--- src/rtl/fn5_pkg.sv ---
// Shared definitions for the 5-bit function-unit scheduler: operand width,
// FSM encodings and the bit-reverse function used by the unit and its model.
package fn5_pkg;

  localparam int OPW = 5;

  typedef logic [1:0] state_t;

  localparam state_t IDLE = 2'd0;
  localparam state_t EXEC = 2'd1;
  localparam state_t RESP = 2'd2;

  function automatic logic [OPW-1:0] fn5_rev(input logic [OPW-1:0] x);
    logic [OPW-1:0] y;
    y = {OPW{1'b0}};
    for (int k = 0; k < OPW; k++) begin
      y[k] = x[OPW-1-k];
    end
    return y;
  endfunction

endpackage

--- src/rtl/fn5_unit.sv ---
// Combinational 5-bit function unit: output is the bit-reversed operand.
module fn5_unit
  import fn5_pkg::*;
(
  input  logic [OPW-1:0] x_i,
  output logic [OPW-1:0] y_o
);

  assign y_o = fn5_rev(x_i);

endmodule

--- src/rtl/fn5_sched.sv ---
// Round-robin scheduler sharing one fn5_unit among N requesters; one
// transaction in flight, result returned with its requester tag over valid/ready.
module fn5_sched
  import fn5_pkg::*;
#(
  parameter int N           = 4,
  parameter int EXEC_CYCLES = 2,
  parameter int IDW         = $clog2(N)
) (
  input  logic             clk,
  input  logic             rst_n,
  input  logic [N-1:0]     req_valid,
  input  logic [OPW*N-1:0] req_data,
  output logic [N-1:0]     req_ready,
  output logic             res_valid,
  output logic [OPW-1:0]   res_data,
  output logic [IDW-1:0]   res_id,
  input  logic             res_ready,
  output logic             busy
);

  localparam int CW = (EXEC_CYCLES > 1) ? $clog2(EXEC_CYCLES) : 1;

  typedef logic [IDW:0]  ext_t;
  typedef logic [CW-1:0] cnt_t;

  localparam ext_t N_W      = ext_t'(N);
  localparam cnt_t CNT_LAST = cnt_t'(EXEC_CYCLES - 1);

  state_t           state_q, state_d;
  logic [IDW-1:0]   rr_q, rr_d;
  logic [OPW-1:0]   op_q, op_d;
  logic [IDW-1:0]   id_q, id_d;
  logic [OPW-1:0]   res_q, res_d;
  cnt_t             cnt_q, cnt_d;

  logic [IDW-1:0]   grant_s;
  logic             grant_vld_s;
  logic [OPW-1:0]   op_sel_s;
  logic [IDW-1:0]   rr_next_s;
  logic [OPW-1:0]   unit_y_s;
  ext_t             sum_s;
  ext_t             inc_s;

  // Rotating priority search: walk offsets high-to-low so the smallest offset from rr_q wins.
  always_comb begin
    grant_s     = {IDW{1'b0}};
    grant_vld_s = 1'b0;
    sum_s       = {(IDW+1){1'b0}};
    for (int i = N - 1; i >= 0; i--) begin
      sum_s = {1'b0, rr_q} + ext_t'(i);
      if (sum_s >= N_W) begin
        sum_s = sum_s - N_W;
      end else begin
        sum_s = sum_s;
      end
      if (req_valid[sum_s[IDW-1:0]]) begin
        grant_s     = sum_s[IDW-1:0];
        grant_vld_s = 1'b1;
      end else begin
        grant_s     = grant_s;
      end
    end
  end

  // Operand mux and pointer advance for the granted requester.
  always_comb begin
    op_sel_s = {OPW{1'b0}};
    for (int i = 0; i < N; i++) begin
      if (grant_s == IDW'(i)) begin
        op_sel_s = req_data[i*OPW +: OPW];
      end else begin
        op_sel_s = op_sel_s;
      end
    end
    inc_s = {1'b0, grant_s} + ext_t'(1);
    if (inc_s == N_W) begin
      rr_next_s = {IDW{1'b0}};
    end else begin
      rr_next_s = inc_s[IDW-1:0];
    end
  end

  // Accept strobe only while idle; forced low while reset is asserted.
  always_comb begin
    req_ready = {N{1'b0}};
    if (rst_n && (state_q == IDLE) && grant_vld_s) begin
      req_ready[grant_s] = 1'b1;
    end else begin
      req_ready = {N{1'b0}};
    end
  end

  fn5_unit u_unit (
    .x_i (op_q),
    .y_o (unit_y_s)
  );

  // Next-state logic for the IDLE -> EXEC -> RESP transaction sequence.
  always_comb begin
    state_d = state_q;
    rr_d    = rr_q;
    op_d    = op_q;
    id_d    = id_q;
    res_d   = res_q;
    cnt_d   = cnt_q;
    case (state_q)
      IDLE: begin
        if (grant_vld_s) begin
          state_d = EXEC;
          rr_d    = rr_next_s;
          op_d    = op_sel_s;
          id_d    = grant_s;
          cnt_d   = {CW{1'b0}};
        end else begin
          state_d = IDLE;
        end
      end
      EXEC: begin
        cnt_d = cnt_q + cnt_t'(1);
        if (cnt_q == CNT_LAST) begin
          res_d   = unit_y_s;
          state_d = RESP;
        end else begin
          state_d = EXEC;
        end
      end
      RESP: begin
        if (res_ready) begin
          state_d = IDLE;
        end else begin
          state_d = RESP;
        end
      end
      default: begin
        state_d = IDLE;
      end
    endcase
  end

  // State registers; reset discards any in-flight operand and result.
  always_ff @(posedge clk or negedge rst_n) begin
    if (!rst_n) begin
      state_q <= IDLE;
      rr_q    <= {IDW{1'b0}};
      op_q    <= {OPW{1'b0}};
      id_q    <= {IDW{1'b0}};
      res_q   <= {OPW{1'b0}};
      cnt_q   <= {CW{1'b0}};
    end else begin
      state_q <= state_d;
      rr_q    <= rr_d;
      op_q    <= op_d;
      id_q    <= id_d;
      res_q   <= res_d;
      cnt_q   <= cnt_d;
    end
  end

  assign res_valid = (state_q == RESP);
  assign busy      = (state_q != IDLE);
  assign res_data  = res_q;
  assign res_id    = id_q;

endmodule
--- config.mk ---
export PLATFORM = sky130hd
export DESIGN_NAME = fn5_sched
export DESIGN_NICKNAME = d
export VERILOG_FILES = /design/src/rtl/fn5_pkg.sv /design/src/rtl/fn5_unit.sv /design/src/rtl/fn5_sched.sv
export SDC_FILE = /design/constraint.sdc
export NUM_CORES = 1
export LEC_CHECK = 0
export CORE_MARGIN = 4
export CORE_UTILIZATION = 30
export CTS_CLUSTER_DIAMETER = 120
export DETAILED_ROUTE_END_ITERATION = 16
export HOLD_SLACK_MARGIN = 0.02
export PLACE_DENSITY = 0.58
export SYNTH_ARGS = -nofsm -noshare
export SYNTH_HDL_FRONTEND = slang
export SYNTH_SLANG_ARGS = --single-unit
--- constraint.sdc ---
create_clock -name clk -period 3.1 [get_ports clk]
set_clock_uncertainty 0.1 [all_clocks]
set_input_delay 0.93 -clock clk [delete_from_list [all_inputs] [get_ports clk]]
set_output_delay 0.93 -clock clk [all_outputs]
set_load 0.02 [all_outputs]
==> out/metrics.yaml <==
grt:
  grt.total_usage: 0.1352
  grt_first_pass_wirelength_mm: 4.554
  grt_overflow_total: 0
  grt_pass1_vias: 1026
  antenna_found_initial: 0
  grt_max_degree: 13
placed_design:
  dp.cells: 196
  placement.io_buffers: 39
  finalWeightedCongestion: 0.7619
  dp_hpwl_mm: 2.116
worst_hold_path:
  min_from: "state_q[0]"
  hp-class: "reg -> reg"
cts:
  clk_pin_slew_ps: 100
  cts.sinks: 17
  cts_tree: "yes"
  insertion_delay_ps: 280
  clockRootBuffer: "clkbuf_4"
  cts_made_buffers: 3
  hold_buffers: 0
  h-tree-depth: 1
  clockBufferDepth: 2
sta:
  setup_ws_ps: -26.59
  finalCritPeriodShare: 1.009
  hold-worst-slack_ps: 395.8
  timing.fmax_mhz: 319.8
  slew_headroom: 0.7921
  slew_viol_final: 0
  hold_violations: 0
  rsz0062_at_grt: "true"
  setup_viol: 2
  worst_pin_slew_ps: 311.9
  finalCriticalPeriod_ps: 3127
critical_path:
  end_kind: "primary output"
  critPathRequiredTime_ps: 2070
  r2r_start: "rr_q[1]"
  critPathLaunch: "req_valid[2]"
  critPathKind: "in -> out"
  worstPathArrival_ps: 2100
  crit_path_max_fanout: 4
  start_kind: "primary input"
detailed_routing:
  postRouteWirelength_mm: 2.712
  drc_errors: 0
  viasPerCell: 4.667
  vias: 966
  drt-initial-drc-count: 54
  drt.antenna.violating_nets: 0
  dr.pass1.iters: 4
  post_drt_wl_per_cell_um: 13.10
status:
  status: "complete, but fails checks"
  violations: "setup timing"
logic_synthesis:
  synth_cell_types: 30
  synth_area_per_cell_um2: 9.737
  postSynth.asyncResetShare: 1.000
  synth_edf_count: 0
  syn_area_um2: 983.4
  yosysSeqAreaShare: 0.4326
  yosysWarnings: 0
  synth.area.top_cells: "dfrtp_1 43%, mux2_2 6.9%, ha_1 5.1%"
  synth_ff_type: "dfrtp_1"
  synth_cells: 101
  yosys.area.top_type_share: 0.4326
  synth_nets: 132
  ys_seq_elements: 17
  yosysTopAreaCell: "dfrtp_1"
final_layout:
  fin_cells: 207
  drive_gt1_frac: 0.4049
  nets: 195
  n_antenna_cell: 0
  fillers: 307
  area_delta_synth_final_pct: 73.66
floorplanning:
  die_area_um2: 4258
  die_w_um: 65.26
  die_h_um: 65.26
  core_um2: 3103
  io_pins: 40
  initial_core_util: 0.3169
  rows: 20
power:
  power_mw: 1.422
  power_leakage_nw: 0.7500
  p_per_area_nw_per_um2: 832.4
  ir_drop_mv: 0.2471
run:
  drv_cap: 0
cells in the final DEF, fill, tap and decap left out, drive strengths merged:
cell type,Yosys,routed
a221oi,4,4
a211o,4,4
inv,9,9
o22a,1,1
or2,2,2
clkinv,0,1
dfrtp,17,17
nand3b,1,1
clkbuf,2,3
a21oi,6,6
nand2,8,8
o21bai,1,1
a31oi,4,4
nor2b,4,4
and3,4,4
mux2,6,6
ha,4,4
nor3,1,1
o31ai,2,2
nor2,9,9
nor4,1,1
a22oi,1,1
a211oi,1,1
o21ai,6,6
buf,2,31
clkdlybuf4s50,0,31
a21o,1,1
flip-flops by register name, summed over array words and instances, names as in the netlist:
register  flops
res_data      5
res_id        2
rr_q          2
op_q          5
cnt_q         1
state_q       2
layer usage:
| metal | global-route usage | routed length (µm) | up-vias |
|---|---|---|---|
| li1 | - | - | 485 |
| met3 | 0.01709 | 99 | 0 |
| met2 | 0.2288 | 1427 | 20 |
| met1 | 0.1736 | 1185 | 461 |
| met4 | 0.05440 | 0 | 0 |
| met5 | 0 | 0 | - |
where the power goes:
| group | internal, mW | switching, mW |
|---|---|---|
| Combinational | 0.477 | 0.410 |
| Sequential | 0.335 | 0.0859 |
| Clock | 0.0478 | 0.0663 |
cells by family (layout without fill, tap and decap cells):
family | after synthesis | count (layout) | share of synthesized area
compound gates | 31 | 31 | 0.2150
simple gates | 30 | 30 | 0.1743
flops | 17 | 17 | 0.4326
fa+ha+maj | 4 | 4 | 0.05089
mux | 6 | 6 | 0.06870
buf+inv | 13 | 75 | 0.05852
path summary, 6_finish.rpt:
kind | end | slack, ps | cells after the start
min | state_q[0] | 400 | 1
max | req_ready[2] | -30 | 8
max in group asynchronous | res_data[2] | 1740 | 3
max reg2reg | op_q[3] | 610 | 11
min reg2reg | state_q[0] | 400 | 1
min in group asynchronous | res_id[1] | 810 | 2
stage by stage:
stage / utilization / instance area (µm²) / worst slack, ps / setup TNS, ps
after floorplan: - / 1008 / 40.87 / 0
after global placement: 0.4960 / 1539 / -952.3 / -4767
after detailed placement: 0.4960 / 1539 / -1004 / -5354
after CTS: 0.5315 / 1649 / -27.77 / -78.72
after global routing: 0.5504 / 1708 / -43.70 / -152.9
final: 0.5504 / 1708 / -26.59 / -48.06
synth_stat cells (2+ instances only):
| master | number |
|---|---|
| a211o_1 | 4 |
| a21oi_1 | 6 |
| a221oi_1 | 4 |
| o21ai_0 | 5 |
| inv_1 | 9 |
| o31ai_1 | 2 |
| clkbuf_1 | 2 |
| a31oi_1 | 4 |
| nand2_1 | 8 |
| dfrtp_1 | 17 |
| nor2_1 | 8 |
| mux2_2 | 6 |
| and3_2 | 3 |
| nor2b_1 | 4 |
| ha_1 | 4 |
critical path, cell delays in order:
cell     delay (ps)
buf_6           100
nor2b_4         120
nor3_2          160
a21oi_2          80
or2_4           270
ha_4            160
and3_4          140
buf_6           120
area by class of cell:
cell class | instances | area, µm² | area share
Inverter | 9 | 33.78 | 0.01978
Tap cell | 44 | 55.05 | 0.03223
Clock buffer | 3 | 22.52 | 0.01319
Clock inverter | 1 | 5.005 | 0.002930
Timing Repair Buffer | 62 | 561.8 | 0.3289
Multi-Input combinational cell | 71 | 604.3 | 0.3538
Sequential cell | 17 | 425.4 | 0.2491
timing repair:
| action | CTS | global route |
|---|---|---|
| pin swaps | 7 | 3 |
| endpoints found under the setup margin | 8 | 4 |
| buffers inserted | 2 | 5 |
| resized for setup | 58 | 7 |
Power figures use the tool's default switching activity.
